==> src/rtl/regfile_pkg.sv <==
// Shared constants and types for the register-file read-side streamers.
package regfile_pkg;

    localparam int WIDTH  = 32;
    localparam int ADDR_W = 5;

    typedef enum logic [1:0] {
        ST_IDLE  = 2'd0,
        ST_RUN   = 2'd1,
        ST_DRAIN = 2'd2
    } state_e;

    typedef logic [ADDR_W:0]   len_t;
    typedef logic [ADDR_W-1:0] addr_t;

endpackage

==> src/rtl/regfile_burst_reader_if.sv <==
// Request, register-file read port and output stream of the burst reader.
interface regfile_burst_reader_if
    import regfile_pkg::*;
#(
    parameter int WIDTH  = regfile_pkg::WIDTH,
    parameter int ADDR_W = regfile_pkg::ADDR_W
);
    logic              req_valid;
    logic              req_ready;
    logic [ADDR_W-1:0] req_addr;
    logic [ADDR_W:0]   req_len;
    logic [ADDR_W-1:0] rf_addr;
    logic [WIDTH-1:0]  rf_data;
    logic              out_valid;
    logic              out_ready;
    logic [WIDTH-1:0]  out_data;
    logic [ADDR_W-1:0] out_idx;
    logic              out_last;
    logic              busy;

    // master is the engine, slave is the requester/consumer/register file side
    modport master (
        input  req_valid, req_addr, req_len, rf_data, out_ready,
        output req_ready, rf_addr, out_valid, out_data, out_idx, out_last, busy
    );

    modport slave (
        output req_valid, req_addr, req_len, rf_data, out_ready,
        input  req_ready, rf_addr, out_valid, out_data, out_idx, out_last, busy
    );

endinterface

==> src/rtl/regfile_burst_reader_stream_out_stage.sv <==
// Output holding register: loads a beat, clears when the held beat is accepted
// and nothing new is loaded in the same cycle.
module stream_out_stage
    import regfile_pkg::*;
#(
    parameter int WIDTH  = regfile_pkg::WIDTH,
    parameter int ADDR_W = regfile_pkg::ADDR_W
) (
    input  logic              clk,
    input  logic              rst_n,
    input  logic              load_i,
    input  logic              clr_i,
    input  logic [WIDTH-1:0]  data_i,
    input  logic [ADDR_W-1:0] idx_i,
    input  logic              last_i,
    output logic              valid_o,
    output logic [WIDTH-1:0]  data_o,
    output logic [ADDR_W-1:0] idx_o,
    output logic              last_o
);

    logic              valid_q;
    logic [WIDTH-1:0]  data_q;
    logic [ADDR_W-1:0] idx_q;
    logic              last_q;

    always_ff @(posedge clk or negedge rst_n) begin
        if (!rst_n) begin
            valid_q <= 1'b0;
            data_q  <= '0;
            idx_q   <= '0;
            last_q  <= 1'b0;
        end else if (load_i) begin
            valid_q <= 1'b1;
            data_q  <= data_i;
            idx_q   <= idx_i;
            last_q  <= last_i;
        end else if (valid_q && clr_i) begin
            valid_q <= 1'b0;
            data_q  <= '0;
            idx_q   <= '0;
            last_q  <= 1'b0;
        end
    end

    assign valid_o = valid_q;
    assign data_o  = data_q;
    assign idx_o   = idx_q;
    assign last_o  = last_q;

endmodule

==> src/rtl/regfile_burst_reader.sv <==
// Burst read engine: walks len consecutive register-file addresses (wrapping)
// and streams the captured words through a valid/ready output register.
module regfile_burst_reader
    import regfile_pkg::*;
#(
    parameter int WIDTH  = regfile_pkg::WIDTH,
    parameter int ADDR_W = regfile_pkg::ADDR_W
) (
    input  logic                   clk,
    input  logic                   rst_n,
    regfile_burst_reader_if.master bus
);

    localparam logic [1:0] S_IDLE  = ST_IDLE;
    localparam logic [1:0] S_RUN   = ST_RUN;
    localparam logic [1:0] S_DRAIN = ST_DRAIN;

    localparam logic [ADDR_W-1:0] CUR_ONE = ADDR_W'(1);
    localparam logic [ADDR_W:0]   LEN_ONE = (ADDR_W + 1)'(1);

    logic [1:0]        state_q, state_d;
    logic [ADDR_W-1:0] cur_q, cur_d;
    logic [ADDR_W:0]   rem_q, rem_d;
    logic              capture;

    logic              out_valid;
    logic [WIDTH-1:0]  out_data;
    logic [ADDR_W-1:0] out_idx;
    logic              out_last;

    // A beat is taken whenever the holding register is empty or being drained
    assign capture = (state_q == S_RUN) && (!out_valid || bus.out_ready);

    always_comb begin
        state_d = state_q;
        cur_d   = cur_q;
        rem_d   = rem_q;
        case (state_q)
            S_IDLE: begin
                if (bus.req_valid && (bus.req_len != '0)) begin
                    cur_d   = bus.req_addr;
                    rem_d   = bus.req_len;
                    state_d = S_RUN;
                end
            end
            S_RUN: begin
                if (capture) begin
                    cur_d = cur_q + CUR_ONE;
                    rem_d = rem_q - LEN_ONE;
                    if (rem_q == LEN_ONE) begin
                        state_d = S_DRAIN;
                    end
                end
            end
            S_DRAIN: begin
                if (out_valid && bus.out_ready) begin
                    state_d = S_IDLE;
                end
            end
            default: state_d = S_IDLE;
        endcase
    end

    always_ff @(posedge clk or negedge rst_n) begin
        if (!rst_n) begin
            state_q <= S_IDLE;
            cur_q   <= '0;
            rem_q   <= '0;
        end else begin
            state_q <= state_d;
            cur_q   <= cur_d;
            rem_q   <= rem_d;
        end
    end

    stream_out_stage #(
        .WIDTH  (WIDTH),
        .ADDR_W (ADDR_W)
    ) u_out (
        .clk     (clk),
        .rst_n   (rst_n),
        .load_i  (capture),
        .clr_i   (bus.out_ready),
        .data_i  (bus.rf_data),
        .idx_i   (cur_q),
        .last_i  (rem_q == LEN_ONE),
        .valid_o (out_valid),
        .data_o  (out_data),
        .idx_o   (out_idx),
        .last_o  (out_last)
    );

    assign bus.out_valid = out_valid;
    assign bus.out_data  = out_data;
    assign bus.out_idx   = out_idx;
    assign bus.out_last  = out_last;

    assign bus.req_ready = (state_q == S_IDLE);
    assign bus.busy      = (state_q == S_RUN) || (state_q == S_DRAIN);
    assign bus.rf_addr   = (state_q == S_IDLE) ? bus.req_addr : cur_q;

endmodule
==> src/flat_wrapper.sv <==
// flat-port wrapper written by rule: the top's interface ports become plain ports
module regfile_burst_reader_flat import regfile_pkg::*;
#(
    parameter int WIDTH  = regfile_pkg::WIDTH,
    parameter int ADDR_W = regfile_pkg::ADDR_W
)
  (clk, rst_n, bus_req_valid, bus_req_addr, bus_req_len, bus_rf_data, bus_out_ready, bus_req_ready, bus_rf_addr, bus_out_valid, bus_out_data, bus_out_idx, bus_out_last, bus_busy);
  regfile_burst_reader_if #(.WIDTH(WIDTH), .ADDR_W(ADDR_W)) bus_i ();
  input  logic clk;
  input  logic rst_n;
  input wire logic [$bits(bus_i.req_valid)-1:0] bus_req_valid;
  input wire logic [$bits(bus_i.req_addr)-1:0] bus_req_addr;
  input wire logic [$bits(bus_i.req_len)-1:0] bus_req_len;
  input wire logic [$bits(bus_i.rf_data)-1:0] bus_rf_data;
  input wire logic [$bits(bus_i.out_ready)-1:0] bus_out_ready;
  output wire logic [$bits(bus_i.req_ready)-1:0] bus_req_ready;
  output wire logic [$bits(bus_i.rf_addr)-1:0] bus_rf_addr;
  output wire logic [$bits(bus_i.out_valid)-1:0] bus_out_valid;
  output wire logic [$bits(bus_i.out_data)-1:0] bus_out_data;
  output wire logic [$bits(bus_i.out_idx)-1:0] bus_out_idx;
  output wire logic [$bits(bus_i.out_last)-1:0] bus_out_last;
  output wire logic [$bits(bus_i.busy)-1:0] bus_busy;
  assign bus_i.req_valid = bus_req_valid;
  assign bus_i.req_addr = bus_req_addr;
  assign bus_i.req_len = bus_req_len;
  assign bus_i.rf_data = bus_rf_data;
  assign bus_i.out_ready = bus_out_ready;
  assign bus_req_ready = bus_i.req_ready;
  assign bus_rf_addr = bus_i.rf_addr;
  assign bus_out_valid = bus_i.out_valid;
  assign bus_out_data = bus_i.out_data;
  assign bus_out_idx = bus_i.out_idx;
  assign bus_out_last = bus_i.out_last;
  assign bus_busy = bus_i.busy;
  regfile_burst_reader #(.WIDTH(WIDTH), .ADDR_W(ADDR_W)) u_core (.clk(clk), .rst_n(rst_n), .bus(bus_i));
endmodule
==> config.mk <==
export PLATFORM = sky130hd
export DESIGN_NAME = regfile_burst_reader_flat
export DESIGN_NICKNAME = d
export VERILOG_FILES = /design/src/rtl/regfile_pkg.sv /design/src/rtl/regfile_burst_reader_if.sv /design/src/rtl/regfile_burst_reader_stream_out_stage.sv /design/src/rtl/regfile_burst_reader.sv /design/src/flat_wrapper.sv
export SDC_FILE = /design/constraint.sdc
export NUM_CORES = 1
export LEC_CHECK = 0
export ABC_AREA = 1
export CORE_MARGIN = 5
export CORE_UTILIZATION = 30
export CTS_CLUSTER_DIAMETER = 40
export DETAILED_ROUTE_END_ITERATION = 16
export SYNTH_ARGS = -nofsm -noshare
export SYNTH_HDL_FRONTEND = slang
export SYNTH_SLANG_ARGS = --single-unit
export TNS_END_PERCENT = 50
==> constraint.sdc <==
create_clock -name clk -period 2 [get_ports clk]
set_input_delay 0.4 -clock clk [delete_from_list [all_inputs] [get_ports clk]]
set_output_delay 0.4 -clock clk [all_outputs]
set_load 0.02 [all_outputs]
After elaboration in Yosys (flattened, before gate mapping)
Index checks and enable logic that the tools add are counted.
- div/mod/pow operators: 0
- bitwise logic cells: 0
- reduce and logical (&&, ||, !) cells: 12
- magnitude comparators: 0
- equality and inequality tests: 7
- $mul: 0
- add/sub/neg operators: 2
- muxes and demuxes: 19
- shift-type cells: 0
- operator list (cell ; number):
    $mux 32 ; 2
    $mux 5 ; 5
    $mux 6 ; 2
    $pmux 6 s2 ; 1
    $pmux 5 s2 ; 1
    $mux 2 ; 4
    $eq 6x1->1 const B ; 1
    $ne 2x1->1 const B ; 3
    $pmux 2 s3 ; 1
    $reduce_bool 6->1 ; 1
    $sub 6x1->6 const B ; 1
    $add 5x1->5 const B ; 1
    $reduce_and 4->1 ; 1
    $reduce_bool 2->1 ; 2
    $logic_and 1x1->1 ; 3
    $mux 1 ; 3
    $reduce_and 3->1 ; 1
    $eq 2x1->1 const B ; 1
    $eq 2x2->1 const B ; 1
    $logic_not 2->1 ; 1
    $logic_or 1x1->1 ; 2
    $ne 2x2->1 const B ; 1
    $logic_not 1->1 ; 1
- output and inout bits: 46
- memory bits (writable): 0
- latch bits: 0
- memories: 0
- input port bits: 47
- flip-flop bits (word level): 52
- word-level logic and storage cells: 47
- ROM bits: 0

Longest topological paths before layout
- word-level depth: 5
- depth in mapped cells: 8
- mapped depth without buffers: 8

By module
A second synthesis with hierarchy kept.
- cells, all modules: 309
- area total of the unflattened synthesis: 2610.0 µm²
- by module, submodules not included (module ; seq. area each (µm²) ; instances ; cells each ; area each (µm²)):
    stream_out_stage ; 975.9 ; 1 ; 169 ; 1555.2
    regfile_burst_reader ; 325.3 ; 1 ; 140 ; 1054.8

Worst setup path before layout
OpenSTA, ideal clock, no wires.
- path kind: register to output
- start point: register u_core.state_q[0]
- end point: output bus_rf_addr[0]
- arrival: 1442 ps
- stages on the path, launching flop included: 5
- path slack: 158 ps
- data required time: 1600 ps
- cell sequence: dfrtp_1 > inv_1 > ha_1 > clkbuf_1 > o21ai_0
- cells in the longest elaborated chain, start to end: 2
- ends and longest elaborated chain (element ; line ; text):
    start: declaration ; regfile_burst_reader.sv:21 ; logic [1:0] state_q, state_d;
    start signal: assignment ; regfile_burst_reader.sv:70 ; state_q <= state_d;
    $logic_not 2->1 ; n/a ;
    named net bus_req_ready ; flat_wrapper.sv:16 ; output wire logic [$bits(bus_i.req_ready)-1:0] bus_req_ready;
    $mux 5 ; regfile_burst_reader.sv:100 ; assign bus.rf_addr = (state_q == S_IDLE) ? bus.req_addr : cur_q;
    end: declaration ; flat_wrapper.sv:17 ; output wire logic [$bits(bus_i.rf_addr)-1:0] bus_rf_addr;
The timed path passes the listed nets, and every way through them passes these cells.

Worst setup path in the final report
- start point: register u_core.state_q[1]
- end point: output bus_rf_addr[2]
- cells in the longest elaborated chain, start to end: 2
- ends and longest elaborated chain (element ; line):
    $logic_not 2->1 ; regfile_burst_reader.sv:100
    $mux 5 ; regfile_burst_reader.sv:100
No other way between the ends.

==> qor.yml <==
status: "complete, no violations"
root_buffer: "clkbuf_8"
remaining_drc_errors: 0
hpwl_mm: 5.03
vdd_drop_max_mv: 0.780
maxCapViolCount: 0
clkLatencyLatePin_ns: 0.30
clock_skew_ns: 0.0114
clock_path_buffers: 2
pin_count: 93
synthCells: 299
fmax_mhz: 524
netlist_area_sq_um: 2530
worst_hold_slack_ns: 0.0191
timing.slew.headroom_pct: 72.0
critPathSlowestCell: "dfrtp_1"
synth_area_leader_cell: "dfrtp_1"
numClockSinks: 52
synth_area_leaders: "dfrtp_1 51%, nand3_1 7.7%, inv_1 7.4%"
hold_viol: 0
synth_area_per_cell_sq_um: 8.47
path_class: "flop to output port"
synth_top_area_share_pct: 51.4
timing.final.ws_setup_ns: 0.0920
path_clk_slew_ns: 0.10
critPathMaxStageDelay_ns: 0.40
gr-total-overflow: 0
vias_per_cell: 4.54
port-buffer-count: 92
ys_seq_elements: 52
ys_seq_area_share_pct: 51.4
drt_iter0_markers: 49
antenna_found_initial: 0
worst-path-max-fanout: 11
arrival_ns: 1.51
num_antenna_cells: 0
grt_pass1_wl_mm: 11.2
cp-start-kind: "flop"
vias: 2282
drtPass1Iterations: 4
drt_wl_total_mm: 6.75
finalWeightedCongestion: 0.813
yosysUniqueCellTypes: 26
setup_viol: 0
end_kind: "output port"
die_y_um: 102
grt_max_degree: 28
grt_pass1_vias: 2213
rsz0062_at_grt: "no"
start_util_pct: 30.8
worst_pin_slew_ns: 0.420
wire_per_inst_um: 13.4
worstHoldPathType: "primary input to async pin"
pre_cts_slack_ns: -0.0687
rows: 33
cp.required_ns: 1.60
syn_nets: 352
htreeDepth: 2
track_usage_pct: 13.5
cp_cell_sequence: "inv_1 > ha_4 > nand2_1 > o21ai_0 > dlygate4sd2_1"
coreArea_sq_um: 8220
drtAntennaViolNets: 0
p_leak_uw: 0.00169
die_w_um: 102
final_layout_size_suffix_gt1_share_pct: 8.29
yosys_warnings: 0
min_period_ns: 1.91
cts_inserted_buffers: 5
critPathTopFamily: "buffers and inverters"
power.density_nw_per_um2: 1580
post-route-period-util_pct: 95.4
die_area_sq_um: 10400
critPathBufInv: 2
fill_cells: 806
area_growth_pct: 45.8
slew_viol_final: 0
cts_tree: "yes"
fin_nets: 450
## flip-flops by register name, indices dropped and copies added, names as in the netlist
| signal | flops |
|---|---|
| u_core.state_q | 2 |
| u_core.u_out.last_o | 1 |
| u_core.cur_q | 5 |
| u_core.u_out.idx_o | 5 |
| u_core.u_out.data_o | 32 |
| u_core.u_out.valid_o | 1 |
| u_core.rem_q | 6 |
## layer usage
layer / routed length, um / up-vias / global-route usage (%) / part of all wire, %
met5: 0 / - / 0 / 0
met1: 3270 / 1045 / 19.3 / 48
met3: 438 / 4 / 2.66 / 6.5
li1: - / 1163 / - / -
met4: 51 / 0 / 3.33 / 0.76
met2: 2990 / 70 / 21.1 / 44
## per-stage QoR
step / instance area [sq um] / total power (uW) / cells / utilization, % / TNS (ns)
4_1_cts: 3690 / 5890 / 503 / 44.9 / 0
6_report: 3690 / 5820 / 503 / 45.0 / 0
2_1_floorplan: 2530 / 3870 / 299 / - / 0
3_3_place_gp: 3600 / 5250 / 495 / 43.8 / -0.165
5_1_grt: 3690 / 6320 / 503 / 45.0 / 0
3_5_place_dp: 3600 / 5300 / 495 / 43.8 / -0.213
## area by class of cell
| type | instances | area (sq um) | share of cell area (%) |
|---|---|---|---|
| sequential | 52 | 1300 | 35.2 |
| multi-input combinational | 180 | 953 | 25.8 |
| clock inverter | 2 | 13.8 | 0.373 |
| clock buffer | 6 | 72.6 | 1.96 |
| tap | 105 | 131 | 3.56 |
| inverter | 52 | 195 | 5.28 |
| timing repair buffer | 106 | 1030 | 27.8 |
## cells in the mapped netlist
cell type  count
o21bai_1       1
inv_1         50
o21ai_2        1
o21ai_1       18
nand2_2        2
ha_1           6
nand3_1       39
clkbuf_1       3
a21oi_1        1
buf_4          3
mux2i_1        3
o22ai_1        6
inv_2          2
o21ai_0       29
nor2_2         1
buf_6          3
dfrtp_1       52
a21boi_2       1
nor2_4         1
nand3_2        1
a31oi_1        3
nor2_1        10
nand4_1        5
nand2_1       50
buf_2          6
xor2_1         2
## timing repair
| action | 4_1_cts | 5_1_grt |
|---|---|---|
| hold buffers | 0 | 0 |
| gates resized for setup | 9 | 1 |
| pin swaps | 0 | 0 |
| setup buffers | 0 | 0 |
| endpoints found under the setup margin | 7 | 1 |
## power breakdown
group	internal [uW]	switching [uW]
logic	1440	1940
registers	1510	322
clock network	251	355
## placed cells by master (no fill, tap or decap), drive strengths merged, types with 3 or more instances in the layout
| cell type | n |
|---|---|
| mux2i | 3 |
| o21ai | 48 |
| nand3 | 40 |
| ha | 6 |
| dfrtp | 52 |
| nand2 | 52 |
| nand4 | 5 |
| o22ai | 6 |
| a31oi | 3 |
| nor2 | 12 |
| buf | 15 |
| clkbuf | 6 |
| clkdlybuf4s50 | 84 |
| inv | 53 |
| dlygate4sd2 | 6 |
## worst paths after layout
| path | to | slack, ns | depth (start not counted) | startpoint |
|---|---|---|---|---|
| max in group asynchronous | u_core.u_out.data_o[21]$_DFFE_PN0P_ | 1.36 | 2 | rst_n |
| setup / recovery | bus_rf_addr[2] | 0.09 | 5 | u_core.state_q[1]$_DFFE_PN0P_ |
| setup reg to reg | u_core.u_out.data_o[2]$_DFFE_PN0P_ | 0.15 | 7 | u_core.state_q[1]$_DFFE_PN0P_ |
| hold / removal | u_core.rem_q[4]$_DFFE_PN0P_ | 0.02 | 1 | rst_n |
| min in group clk | u_core.u_out.data_o[11]$_DFFE_PN0P_ | 0.53 | 2 | u_core.u_out.data_o[11]$_DFFE_PN0P_ |
| hold reg to reg | u_core.u_out.data_o[11]$_DFFE_PN0P_ | 0.53 | 2 | u_core.u_out.data_o[11]$_DFFE_PN0P_ |
## cell families after synthesis
logic type / count (synthesis) / share of synthesized area [%]
simple gates: 109 / 19.4
buf+inv: 67 / 11.6
compound gates: 60 / 12.8
flops: 52 / 51.4
fa+ha+maj: 6 / 2.96
mux: 3 / 1.19
xor+xnor: 2 / 0.692
(Power assumes the default switching activity.)
